### src/rtl/occ_pkg.sv
// Shared constants and request-source encoding for the occupancy arbiter.
// Sources are numbered in round-robin order: lane 0 enter/exit, then lane 1.
package occ_pkg;
   localparam int CAPACITY_DEFAULT = 15;
   localparam int COUNT_W          = 4;

   typedef enum logic [1:0] {
      SRC_E0 = 2'd0,
      SRC_X0 = 2'd1,
      SRC_E1 = 2'd2,
      SRC_X1 = 2'd3
   } src_e;

   // Next source in round-robin order, wrapping X1 back to E0.
   function automatic src_e src_after(input src_e s);
      return src_e'(s + 2'd1);
   endfunction
endpackage

### src/rtl/occupancy_arbiter_if.sv
// Request/status bundle between the lane sensors and the occupancy arbiter.
// The sensor side uses the master modport and the arbiter uses the slave modport.
interface occupancy_arbiter_if;
   import occ_pkg::*;

   logic [1:0]         enter_req;
   logic [1:0]         exit_req;
   logic               inc;
   logic               dec;
   logic [COUNT_W-1:0] count;
   logic               full;
   logic               empty;
   logic [1:0]         deny;
   logic               err;

   modport master (
      output enter_req, exit_req,
      input  inc, dec, count, full, empty, deny, err
   );

   modport slave (
      input  enter_req, exit_req,
      output inc, dec, count, full, empty, deny, err
   );
endinterface

### src/rtl/rr_arbiter4.sv
// Four-way round-robin arbiter: one-hot grant, search starts at the pointer,
// and the pointer advances past the grantee only when something is granted.
module rr_arbiter4
   import occ_pkg::*;
(
   input  logic       clk,
   input  logic       reset,
   input  logic [3:0] request,
   output logic [3:0] grant
);
   src_e       ptr_reg;
   src_e       grantee;
   logic       found;
   logic [1:0] idx;

   always_comb begin
      grant   = '0;
      grantee = ptr_reg;
      found   = 1'b0;
      idx     = '0;
      for (int i = 0; i < 4; i++) begin
         idx = ptr_reg + 2'(i);
         if (!found && request[idx]) begin
            found      = 1'b1;
            grant[idx] = 1'b1;
            grantee    = src_e'(idx);
         end
      end
   end

   always_ff @(posedge clk or posedge reset) begin
      if (reset) begin
         ptr_reg <= SRC_E0;
      end else if (found) begin
         ptr_reg <= src_after(grantee);
      end
   end
endmodule

### src/rtl/occupancy_arbiter.sv
// Merges two lanes of enter/exit pulses into a single occupancy count,
// serialising them one grant per cycle and flagging overruns and underflows.
module occupancy_arbiter
   import occ_pkg::*;
#(
   parameter int CAPACITY = CAPACITY_DEFAULT
) (
   input  logic               clk,
   input  logic               reset,
   occupancy_arbiter_if.slave bus
);
   localparam logic [COUNT_W-1:0] CAP = COUNT_W'(CAPACITY);

   logic [3:0]         req_vec;
   logic [3:0]         grant;
   logic [3:0]         overrun;
   logic [3:0]         pending_reg, pending_next;
   logic [COUNT_W-1:0] count_reg, count_next;
   logic               inc_reg, inc_next;
   logic               dec_reg, dec_next;
   logic [1:0]         deny_reg, deny_next;
   logic               err_reg, err_next;
   logic               full_reg, empty_reg;
   logic               enter_grant, exit_grant;

   genvar gi;
   generate
      for (gi = 0; gi < 2; gi++) begin : g_lane
         assign req_vec[2*gi]   = bus.enter_req[gi];
         assign req_vec[2*gi+1] = bus.exit_req[gi];
      end
   endgenerate

   rr_arbiter4 u_rr (
      .clk     (clk),
      .reset   (reset),
      .request (pending_reg),
      .grant   (grant)
   );

   assign enter_grant = grant[SRC_E0] | grant[SRC_E1];
   assign exit_grant  = grant[SRC_X0] | grant[SRC_X1];
   // A new pulse on a source that is still waiting is lost in the merge.
   assign overrun     = req_vec & pending_reg & ~grant;

   always_comb begin
      pending_next = (pending_reg & ~grant) | req_vec;
      count_next   = count_reg;
      inc_next     = 1'b0;
      dec_next     = 1'b0;
      deny_next    = '0;
      err_next     = err_reg | (|overrun);
      if (enter_grant) begin
         if (count_reg < CAP) begin
            count_next = count_reg + COUNT_W'(1);
            inc_next   = 1'b1;
         end else begin
            deny_next = {grant[SRC_E1], grant[SRC_E0]};
         end
      end else if (exit_grant) begin
         if (count_reg != '0) begin
            count_next = count_reg - COUNT_W'(1);
            dec_next   = 1'b1;
         end else begin
            err_next = 1'b1;
         end
      end
   end

   always_ff @(posedge clk or posedge reset) begin
      if (reset) begin
         pending_reg <= '0;
         count_reg   <= '0;
         inc_reg     <= 1'b0;
         dec_reg     <= 1'b0;
         deny_reg    <= '0;
         err_reg     <= 1'b0;
         full_reg    <= 1'b0;
         empty_reg   <= 1'b1;
      end else begin
         pending_reg <= pending_next;
         count_reg   <= count_next;
         inc_reg     <= inc_next;
         dec_reg     <= dec_next;
         deny_reg    <= deny_next;
         err_reg     <= err_next;
         full_reg    <= (count_next == CAP);
         empty_reg   <= (count_next == '0);
      end
   end

   assign bus.inc   = inc_reg;
   assign bus.dec   = dec_reg;
   assign bus.count = count_reg;
   assign bus.full  = full_reg;
   assign bus.empty = empty_reg;
   assign bus.deny  = deny_reg;
   assign bus.err   = err_reg;
endmodule

### src/flat_wrapper.sv
// flat-port wrapper written by rule: the top's interface ports become plain ports
module occupancy_arbiter_flat import occ_pkg::*;
#(
   parameter int CAPACITY = CAPACITY_DEFAULT
)
  (clk, reset, bus_enter_req, bus_exit_req, bus_inc, bus_dec, bus_count, bus_full, bus_empty, bus_deny, bus_err);
  occupancy_arbiter_if bus_i ();
  input  logic clk;
  input  logic reset;
  input wire logic [$bits(bus_i.enter_req)-1:0] bus_enter_req;
  input wire logic [$bits(bus_i.exit_req)-1:0] bus_exit_req;
  output wire logic [$bits(bus_i.inc)-1:0] bus_inc;
  output wire logic [$bits(bus_i.dec)-1:0] bus_dec;
  output wire logic [$bits(bus_i.count)-1:0] bus_count;
  output wire logic [$bits(bus_i.full)-1:0] bus_full;
  output wire logic [$bits(bus_i.empty)-1:0] bus_empty;
  output wire logic [$bits(bus_i.deny)-1:0] bus_deny;
  output wire logic [$bits(bus_i.err)-1:0] bus_err;
  assign bus_i.enter_req = bus_enter_req;
  assign bus_i.exit_req = bus_exit_req;
  assign bus_inc = bus_i.inc;
  assign bus_dec = bus_i.dec;
  assign bus_count = bus_i.count;
  assign bus_full = bus_i.full;
  assign bus_empty = bus_i.empty;
  assign bus_deny = bus_i.deny;
  assign bus_err = bus_i.err;
  occupancy_arbiter #(.CAPACITY(CAPACITY)) u_core (.clk(clk), .reset(reset), .bus(bus_i));
endmodule
### config.mk
export PLATFORM = sky130hd
export DESIGN_NAME = occupancy_arbiter_flat
export DESIGN_NICKNAME = d
export VERILOG_FILES = /design/src/rtl/occ_pkg.sv /design/src/rtl/occupancy_arbiter_if.sv /design/src/rtl/rr_arbiter4.sv /design/src/rtl/occupancy_arbiter.sv /design/src/flat_wrapper.sv
export SDC_FILE = /design/constraint.sdc
export NUM_CORES = 1
export LEC_CHECK = 0
export ABC_AREA = 1
export BUFFER_PORTS_ARGS = -buffer_cell sky130_fd_sc_hd__buf_2
export CORE_ASPECT_RATIO = 1.4
export CORE_UTILIZATION = 57
export DETAILED_ROUTE_END_ITERATION = 16
export PLACE_DENSITY = 0.78
export REMOVE_ABC_BUFFERS = 1
export SYNTH_ARGS = -nofsm -noshare
export SYNTH_HDL_FRONTEND = slang
export SYNTH_SLANG_ARGS = --single-unit
### constraint.sdc
create_clock -name clk -period 3.61 [get_ports clk]
set_input_delay 0.9025 -clock clk [delete_from_list [all_inputs] [get_ports clk]]
set_output_delay 0.9025 -clock clk [all_outputs]
set_load 0.02 [all_outputs]
==> results.json <==
{
  "status": "finished, violations left",
  "violations": "design-rule violations",
  "grt_pass1_vias": 1261,
  "fin_nets": 233,
  "clock-sinks": 17,
  "synthSimpleGateAreaFrac_pct": 44.8,
  "synth-compound-area-share_pct": 5.78,
  "synthTopCellsByArea": "dfrtp_1 28%, nand2_1 14%, nand3_1 9.2%",
  "finalWirelength_um": 3270,
  "synth-async-reset-ratio_pct": 100,
  "cts_max_path_buffers": 2,
  "fin_skew_ns": 0.00259,
  "synthAdderAreaFrac_pct": 7.11,
  "antenna_found_initial": 0,
  "clkLatencyLatePin_ns": 0.29,
  "synth_most_common_cell": "nand2_1",
  "hold_viol_final": 0,
  "io_buffers": 16,
  "die_h_um": 60.8,
  "hold-path-cell-count": 2,
  "synthDominantCellAreaShare_pct": 28.4,
  "min_period_ns": 2.53,
  "ys_types": 27,
  "yosysTopAreaCell": "dfrtp_1",
  "drv_slew": 0,
  "seq_area_frac_synth_pct": 30.3,
  "clockRootBuffer": "clkbuf_4",
  "die_w_um": 44,
  "cp_slowest_cell": "dfrtp_1",
  "yosys-top-cells-count": "54 x nand2_1, 26 x nand3_1, 25 x inv_1",
  "viasPerCell": 5.53,
  "wire_per_inst_um": 13.6,
  "cp_top_family": "simple AND/OR/NAND/NOR gates",
  "numCtsBuffers": 3,
  "synth_top_family_by_area": "simple AND/OR/NAND/NOR gates",
  "min_period_over_period_pct": 70.1,
  "crit_path_max_incr_delay_ns": 0.49,
  "ys.flop_type": "dfrtp_1",
  "die_area_um2": 2670,
  "drt_first_pass_iters": 12,
  "path_depth": 16,
  "max_freq_ghz": 0.395,
  "post-cts-setup-buffers": 0,
  "end_kind": "flip-flop",
  "rrSetupSlack_ns": 1.08,
  "grt_max_degree": 18,
  "crit_chain": "inv_2 > ha_1 > inv_1 > nand3_1 > nand2_1 > nand2_4 > nor2_4 > nand2_1 > nand2_1 > nor2_2 > nand2_4 > nand2_1 > nand2_1 > a21oi_1 > nand2_1 > nor2_1",
  "coreArea_um2": 2250,
  "synth_area_um2": 1410,
  "drt_iter0_drc": 30,
  "cts_tree": "built",
  "crit_required_ns": 3.84,
  "hold_path_class": "flip-flop to flip-flop",
  "hpwl_um": 2670,
  "crit_arrival_ns": 2.76,
  "grt_pass1_wl_um": 5320,
  "start_util_pct": 62.5,
  "path_clk_slew_ns": 0.09,
  "setup_viol": 0,
  "synthCells": 198,
  "path_buf_inv": 2,
  "io_pins": 17,
  "rsz0062_at_grt": "no",
  "muxShareOfSynthArea_pct": 0,
  "h-tree-depth": 1,
  "synth_xor_area_share_pct": 3.73,
  "tns_ns": 0,
  "place.gp.congestion": 0.936,
  "layout-drive-gt1-share_pct": 23.9,
  "antenna_left": 0,
  "synth_seq_cells": 17,
  "cp-start-kind": "flip-flop",
  "synth_edf_count": 0,
  "ctsResizeCount": 0,
  "slew_headroom_pct": 58.5,
  "groute.usage.overall_pct": 27.3,
  "worstMarginPinSlew_ns": 0.622,
  "worstSetupPathType": "flip-flop to flip-flop",
  "cap_violations": 0,
  "drt_drc_violations_left": 1,
  "area_growth_pct": 9.51,
  "rows": 20,
  "n_antenna_cell": 0,
  "critPathMostFrequentCell": "nand2_1",
  "vias": 1328,
  "r2r_cells": 16,
  "synth.avg_cell_area_um2": 7.11,
  "overflow": 0,
  "cts_hold_buf": 0,
  "critPathMaxFanout": 11,
  "yosysWarnings": 0
}
[final timing paths]
path                                              from                    end
worst max-delay path            u_core.u_rr.ptr_reg[0]       u_core.bus.empty
worst min-delay path                    u_core.bus.err         u_core.bus.err
worst max register to register  u_core.u_rr.ptr_reg[0]       u_core.bus.empty
worst min register to register          u_core.bus.err         u_core.bus.err
max in group asynchronous                        reset  u_core.pending_reg[2]
min in group asynchronous                        reset         u_core.bus.inc
[final cells by class]
type | instances | area (um2)
clock buffers | 4 | 26.3
fillers | 197 | 711
inverters | 31 | 116
multi-input cells | 150 | 865
flip-flops and latches | 17 | 427
well taps | 22 | 27.5
repair buffers | 16 | 80.1
[worst min-delay path, delay by kind of cell (launching register included)]
| family | cells | cell delay [ns] |
|---|---|---|
| flip-flops | 1 | 0.35 |
| AO/OA/AOI/OAI | 1 | 0.08 |
| AND/OR/NAND/NOR | 1 | 0.09 |
[cells in the final DEF, fill, tap and decap left out]
cell type / n
a21o_1: 1
a21oi_1: 6
a21oi_4: 1
a31oi_1: 1
buf_2: 16
clkbuf_1: 1
clkbuf_4: 3
clkinv_1: 1
dfrtp_1: 16
dfstp_2: 1
ha_1: 8
inv_1: 25
inv_2: 5
nand2_1: 54
nand2_2: 9
nand2_4: 3
nand3_1: 26
nand3_2: 4
nand3_4: 1
nand3b_1: 1
nand4_1: 1
nor2_1: 15
nor2_2: 4
nor2_4: 2
nor2_8: 1
o21ai_0: 2
o21ai_1: 1
o22ai_1: 1
or2_2: 2
xor2_1: 6
[per-layer routing]
metal	share of wire, %	vias to the layer above	track usage, %
met2	55	48	54.4
met1	38	607	26.5
met5	0	-	0
met4	3.5	0	16.5
li1	-	660	-
met3	3.5	13	1.49
[through the flow]
| step | hold WS [ns] | instances | setup slack, ns | util (%) | cell area (um2) |
|---|---|---|---|---|---|
| final | 0.551 | 240 | 1.08 | 68.4 | 1540 |
| after global routing | 0.600 | 240 | 0.880 | 68.4 | 1540 |
| after CTS | 0.556 | 240 | 1.11 | 68.4 | 1540 |
| after detailed placement | 0.530 | 236 | 1.15 | 67.3 | 1520 |
| after global placement | 0.522 | 236 | 1.19 | 67.3 | 1520 |
| after floorplan | 0.503 | 198 | 1.47 | - | 1410 |
[logic make-up (layout without fill, tap and decap cells)]
group                      after synthesis  after routing
AOI/OAI and AO/OA                       13             13
and+or+nand+nor                        123            123
buffers and inverters                   31             51
xor gates and xnor gates                 6              6
adders and majority gates                8              8
DFF                                     17             17
Power is left out: the tool's default activity adds up to more than one toggle a clock period on the data nets, which glitch-free logic cannot reach.
